`config.mk`:
```
export PLATFORM = sky130hd
export DESIGN_NAME = full_adder
export DESIGN_NICKNAME = d
export VERILOG_FILES = /design/src/rtl/full_adder_pkg.sv /design/src/rtl/full_adder_fa_bit.sv /design/src/rtl/full_adder.sv
export SDC_FILE = /design/constraint.sdc
export NUM_CORES = 1
export LEC_CHECK = 0
export BUFFER_PORTS_ARGS = -buffer_cell sky130_fd_sc_hd__buf_2
export CAP_MARGIN = 20
export CELL_PAD_IN_SITES_DETAIL_PLACEMENT = 2
export CELL_PAD_IN_SITES_GLOBAL_PLACEMENT = 2
export CORE_AREA = 2 2 39 41
export CTS_BUF_LIST = sky130_fd_sc_hd__clkbuf_8
export DETAILED_ROUTE_END_ITERATION = 16
export DIE_AREA = 0 0 41 43
export GPL_ROUTABILITY_DRIVEN = 0
export PLACE_DENSITY_LB_ADDON = 0.1
export SLEW_MARGIN = 20
export SYNTH_ARGS = -nofsm -noshare
export SYNTH_HDL_FRONTEND = slang
export SYNTH_SLANG_ARGS = --single-unit
```
`constraint.sdc`:
```
create_clock -name clk -period 1 [get_ports clk]
set_clock_uncertainty 0.2 [all_clocks]
set_input_delay 0.2 -clock clk [delete_from_list [all_inputs] [get_ports clk]]
set_output_delay 0.2 -clock clk [all_outputs]
set_load 0.005 [all_outputs]
```
`src/rtl/full_adder_pkg.sv`:
```
// Shared arithmetic helpers for the full_adder ripple chain.
// The bit cell is expressed through these so every cell uses one definition.
package full_adder_pkg;

  // Sum bit of a 1-bit full adder.
  function automatic logic fa_sum(input logic x, input logic y, input logic z);
    return x ^ y ^ z;
  endfunction

  // Carry bit of a 1-bit full adder (majority of the three inputs).
  function automatic logic fa_carry(input logic x, input logic y, input logic z);
    return (x & y) | (x & z) | (y & z);
  endfunction

endpackage

```
`src/rtl/full_adder_fa_bit.sv`:
```
// One-bit full-adder cell: the repeated element of the ripple chain.
module fa_bit
  import full_adder_pkg::*;
(
  input  logic a_i,
  input  logic b_i,
  input  logic cin_i,
  output logic s_o,
  output logic cout_o
);

  assign s_o    = fa_sum(a_i, b_i, cin_i);
  assign cout_o = fa_carry(a_i, b_i, cin_i);

endmodule

```
`src/rtl/full_adder.sv`:
```
// WIDTH-bit ripple-carry adder with an optional one-cycle output register
// stage that captures only when in_valid is high.
module full_adder
  import full_adder_pkg::*;
#(
  parameter int WIDTH   = 1,
  parameter bit REG_OUT = 1'b1
) (
  input  logic             clk,
  input  logic             rst_n,
  input  logic             in_valid,
  input  logic [WIDTH-1:0] a,
  input  logic [WIDTH-1:0] b,
  input  logic             c_in,
  output logic [WIDTH-1:0] sum,
  output logic             c_out,
  output logic             out_valid
);

  logic [WIDTH:0]   k_s;
  logic [WIDTH-1:0] s_s;

  assign k_s[0] = c_in;

  for (genvar i = 0; i < WIDTH; i++) begin : g_chain
    fa_bit u_fa_bit (
      .a_i    (a[i]),
      .b_i    (b[i]),
      .cin_i  (k_s[i]),
      .s_o    (s_s[i]),
      .cout_o (k_s[i+1])
    );
  end

  if (REG_OUT) begin : g_reg
    logic [WIDTH-1:0] sum_d,   sum_q;
    logic             c_out_d, c_out_q;
    logic             valid_d, valid_q;

    // Next-state: capture on in_valid, otherwise hold the last result.
    always_comb begin
      sum_d   = sum_q;
      c_out_d = c_out_q;
      valid_d = in_valid;
      if (in_valid) begin
        sum_d   = s_s;
        c_out_d = k_s[WIDTH];
      end else begin
        sum_d   = sum_q;
        c_out_d = c_out_q;
      end
    end

    // Output register; reset discards any in-flight result.
    always_ff @(posedge clk or negedge rst_n) begin
      if (!rst_n) begin
        sum_q   <= {WIDTH{1'b0}};
        c_out_q <= 1'b0;
        valid_q <= 1'b0;
      end else begin
        sum_q   <= sum_d;
        c_out_q <= c_out_d;
        valid_q <= valid_d;
      end
    end

    assign sum       = sum_q;
    assign c_out     = c_out_q;
    assign out_valid = valid_q;
  end else begin : g_comb
    // Clock and reset have no role in the combinational variant.
    logic unused_clk_rst_s;
    assign unused_clk_rst_s = clk ^ rst_n;

    assign sum       = s_s;
    assign c_out     = k_s[WIDTH];
    assign out_valid = in_valid;
  end

endmodule

```
Yosys cells after proc, flatten, opt, wreduce, memory -nomap -nowiden
Index checks and enable logic that the tools add are counted.
{"block": "word_totals", "register_bits": 3, "in_bits": 6, "output_inout_bits": 3, "wordCells": 10}
{"block": "op_classes", "bitwise_logic": 7}
{"operator": "$and 1x1->1", "n": 3}
{"operator": "$or 1x1->1", "n": 2}
{"operator": "$xor 1x1->1", "n": 2}

Depth between registers and ports, before layout
{"block": "depth", "ltp_word": 3, "mapped_depth": 2, "mapped_depth_nobuf": 2}

Cells and area by module
A second synthesis with hierarchy kept.
{"block": "unflattened", "cells_unflattened": 6, "area_unflattened_um2": 117.6}
{"module": "full_adder", "instances": 1, "cells_per_inst": 5, "area_each_um2": 97.6, "seq_area_each_um2": 75.1}
{"module": "fa_bit", "instances": 1, "cells_per_inst": 1, "area_each_um2": 20.0, "seq_area_each_um2": 0.0}

Worst setup path before layout
No wires, ideal clock.
{"block": "synth_path", "path_kind": "input port to flip-flop", "start": "input port a", "end": "register g_reg.sum_q, in the netlist sum", "setup_ps": 125, "arrival_ps": 901, "required_time_ps": 675, "path_slack_ps": -226, "path_stages": 2, "path_buffers": 0, "path_cell_list": "fa_1 -> mux2_2"}
{"block": "synth_via", "elab_chain_len": 2}
{"item": "start: declaration", "line_no": "full_adder.sv:12", "source": "input logic [WIDTH-1:0] a,"}
{"item": "$xor 1x1->1 (2 in a row)", "line_no": "full_adder_pkg.sv:7", "source": "return x ^ y ^ z;"}
{"item": "end signal: assignment", "line_no": "full_adder.sv:57", "source": "sum_q <= {WIDTH{1'b0}};"}
{"item": "end signal: assignment", "line_no": "full_adder.sv:61", "source": "sum_q <= sum_d;"}
{"item": "end: declaration", "line_no": "full_adder.sv:36", "source": "logic [WIDTH-1:0] sum_d, sum_q;"}
Every way passes these cells.
A chain may end at the register's enable or synchronous reset.

Worst setup path after layout
{"block": "layout_path", "start": "register g_reg.sum_q, in the netlist sum", "end": "output port sum"}
{"item": "end: declaration", "line_no": "full_adder.sv:15", "source": "output logic [WIDTH-1:0] sum,"}
No word-level cell between the ends.

==> results.py <==
metrics = {
    "outcome": {
        "status": "finished with violations",
        "failed_checks": "setup timing",
    },
    "logic_synthesis": {
        "synth_area_sq_um": 117.6,
        "netlist_instances": 6,
        "yosysUniqueCellTypes": 3,
        "yosys-top-cells-area": "dfrtp_1 (64%), mux2_2 (19%), fa_1 (17%)",
        "synth_top_area_share_pct": 63.83,
        "avgSynthCellArea_sq_um": 19.60,
        "yosysTopAreaCell": "dfrtp_1",
        "synth-seq-area-share_pct": 63.83,
        "ys_ff_latch": 3,
        "syn_nets": 13,
        "ys_warn_count": 0,
    },
    "flow_run": {
        "max-cap-violations": 0,
    },
    "clock_network": {
        "cts_root_buf": "clkbuf_8",
        "clk_path_buf_depth": 2,
        "tritoncts": "done",
        "clk_latency_ns": 0.21,
        "numCtsBuffers": 3,
        "cts_sinks": 3,
        "h-tree-depth": 1,
        "clk_pin_slew_ns": 0.03,
    },
    "pwr": {
        "power_density_nw_per_um2": 2040,
        "ir_drop_uv": 345.2,
        "power.leakage_nw": 0.1386,
        "power_frac_clock_pct": 58.9,
        "combPwrFrac_pct": 15.9,
        "sw_frac_of_total_pct": 19.11,
        "intPower_mw": 0.4626,
        "p_sw_mw": 0.1093,
        "power_frac_seq_pct": 25.2,
        "total_power_mw": 0.5719,
    },
    "worst_setup_path": {
        "crit_type": "reg -> out",
        "crit_chain": "buf_2",
        "crit_path_start_kind": "register",
        "reg2regPathDepth": 2,
        "worst-endpoint-arrival_ns": 0.70,
        "setup.worst_path.end_class": "output port",
        "regToRegEndpoint": "sum",
        "rrSetupSlack_ns": -0.06,
        "critPathRequiredTime_ns": 0.60,
        "timing.rr.start": "sum",
        "cp_top_family": "flip-flops",
        "cpPeakStageDelay_ns": 0.36,
        "crit_path_top_delay_cell": "dfrtp_1",
        "cp_max_fo": 2,
        "worst-path-buf-inv": 1,
    },
    "route": {
        "wl_per_cell_microns": 8.921,
        "vias": 110,
        "drt-pass1-iter-count": 1,
        "routed_via_density": 2.895,
        "ant_nets": 0,
        "routed_wl_microns": 339,
        "drt_iter0_drc": 0,
        "drc": 0,
    },
    "sta": {
        "slew_violations": 0,
        "clock.fmax_mhz": 905.2,
        "hold_viol": 0,
        "period_share_pct": 110.5,
        "worst_slack_ns": -0.1047,
        "worst_pin_slew_ns": 0.08565,
        "rsz0062_at_grt": "true",
        "slew-limit-headroom_pct": 94.29,
        "finalCriticalPeriod_ns": 1.105,
        "setup_viol": 5,
    },
    "die": {
        "num_rows": 14,
        "die_x_microns": 41,
        "io_pins": 9,
        "core-area_sq_um": 1384,
        "die_area_sq_um": 1763,
        "die_h_microns": 43,
        "start_util_pct": 8.499,
    },
    "min_path": {
        "holdPathStages": 2,
        "hold_class": "in -> reg",
        "hp-start": "in_valid",
        "hold_end": "sum",
    },
    "final_layout": {
        "final_nets": 30,
        "synthToLayoutAreaGrowth_pct": 138.3,
        "finalCoreUtilization_pct": 20.25,
        "drive_gt1_share_pct": 72.73,
        "n_antenna_cell": 0,
    },
    "global_route": {
        "grt_pass1_wl_microns": 524,
        "grt_pass1_vias": 133,
        "antenna_found_initial": 0,
        "grt_max_degree": 4,
        "grt_usage_pct": 5.337,
        "globalRouteOverflowTotal": 0,
    },
    "placed_design": {
        "numPortBuffers": 8,
    },
}
worst reg2reg max path, cell delays in order, from the launching register on:
cell	delay [ns]
dfrtp_1	0.36
buf_4	0.13
mux2_4	0.25
cells in the final DEF (no fill, tap or decap):
| cell | Yosys | layout |
|---|---|---|
| clkbuf_8 | 0 | 3 |
| buf_4 | 0 | 2 |
| dfrtp_1 | 3 | 3 |
| buf_6 | 0 | 2 |
| dlygate4sd3_1 | 0 | 2 |
| inv_1 | 0 | 1 |
| mux2_4 | 0 | 2 |
| fa_2 | 0 | 1 |
| buf_2 | 0 | 6 |
sequential cells by signal, summed over array words and instances, names as in the netlist:
| register | count |
|---|---|
| c_out | 1 |
| out_valid | 1 |
| sum | 1 |
power groups by stage:
stage	registers [mW]	clock network (mW)	logic, mW
6_report	0.144	0.337	0.0911
5_1_grt	0.146	0.358	0.102
4_1_cts	0.144	0.348	0.0950
3_5_place_dp	0.147	0	0.0576
3_3_place_gp	0.147	0	0.0574
2_1_floorplan	0.147	0	0.0195
worst max path at each step:
stage / startpoint / endpoint / slack (ns) / depth (start not counted)
floorplan: a / sum / -0.21 / 2
global placement: a / sum / -0.34 / 3
detailed placement: a / sum / -0.34 / 3
CTS: c_out / c_out / -0.11 / 1
global route: sum / sum / -0.13 / 1
finish: sum / sum / -0.10 / 1
cell usage after synthesis:
library cell / number
mux2_2: 2
fa_1: 1
dfrtp_1: 3
layer usage:
metal,GRT usage (%),vias up,part of all wire [%]
met4,6.000,0,0
li1,-,52,-
met5,0,-,0
met1,5.519,49,43
met3,4.712,0,12
met2,5.625,9,44
area by class of cell:
class	count	area, sq um
Clock buffer	3	41.29
Clock inverter	1	3.754
Fill cell	162	1104
Multi-Input combinational cell	3	52.55
Sequential cell	3	75.07
Tap cell	16	20.02
Timing Repair Buffer	12	87.58
stage by stage:
stage,worst slack [ns],hold WS (ns),std cells,TNS [ns],cell area (sq um)
2_1_floorplan,-0.2061,-0.2956,6,-0.3271,123.9
3_3_place_gp,-0.3420,-0.1977,30,-0.6116,183.9
3_5_place_dp,-0.3420,-0.1985,30,-0.6167,183.9
4_1_cts,-0.1098,0.09356,38,-0.4751,280.3
5_1_grt,-0.1319,0.09834,38,-0.5658,280.3
6_report,-0.1047,0.09319,38,-0.4392,280.3
cell families after synthesis:
group / count (synthesis) / synth area share (%)
flip-flops: 3 / 63.83
adder cells (fa/ha/maj): 1 / 17.02
multiplexers: 2 / 19.15
repair_timing:
| item | in CTS | in global routing |
|---|---|---|
| buffers inserted | 2 | 0 |
| gates resized for setup | 3 | 0 |
| setup endpoints to repair | 5 | 5 |
| hold buffers | 2 | 0 |
| hold endpoints to repair | 4 | 0 |
| pin swaps | 1 | 0 |
No activity file was read; power rests on OpenSTA's default activity.
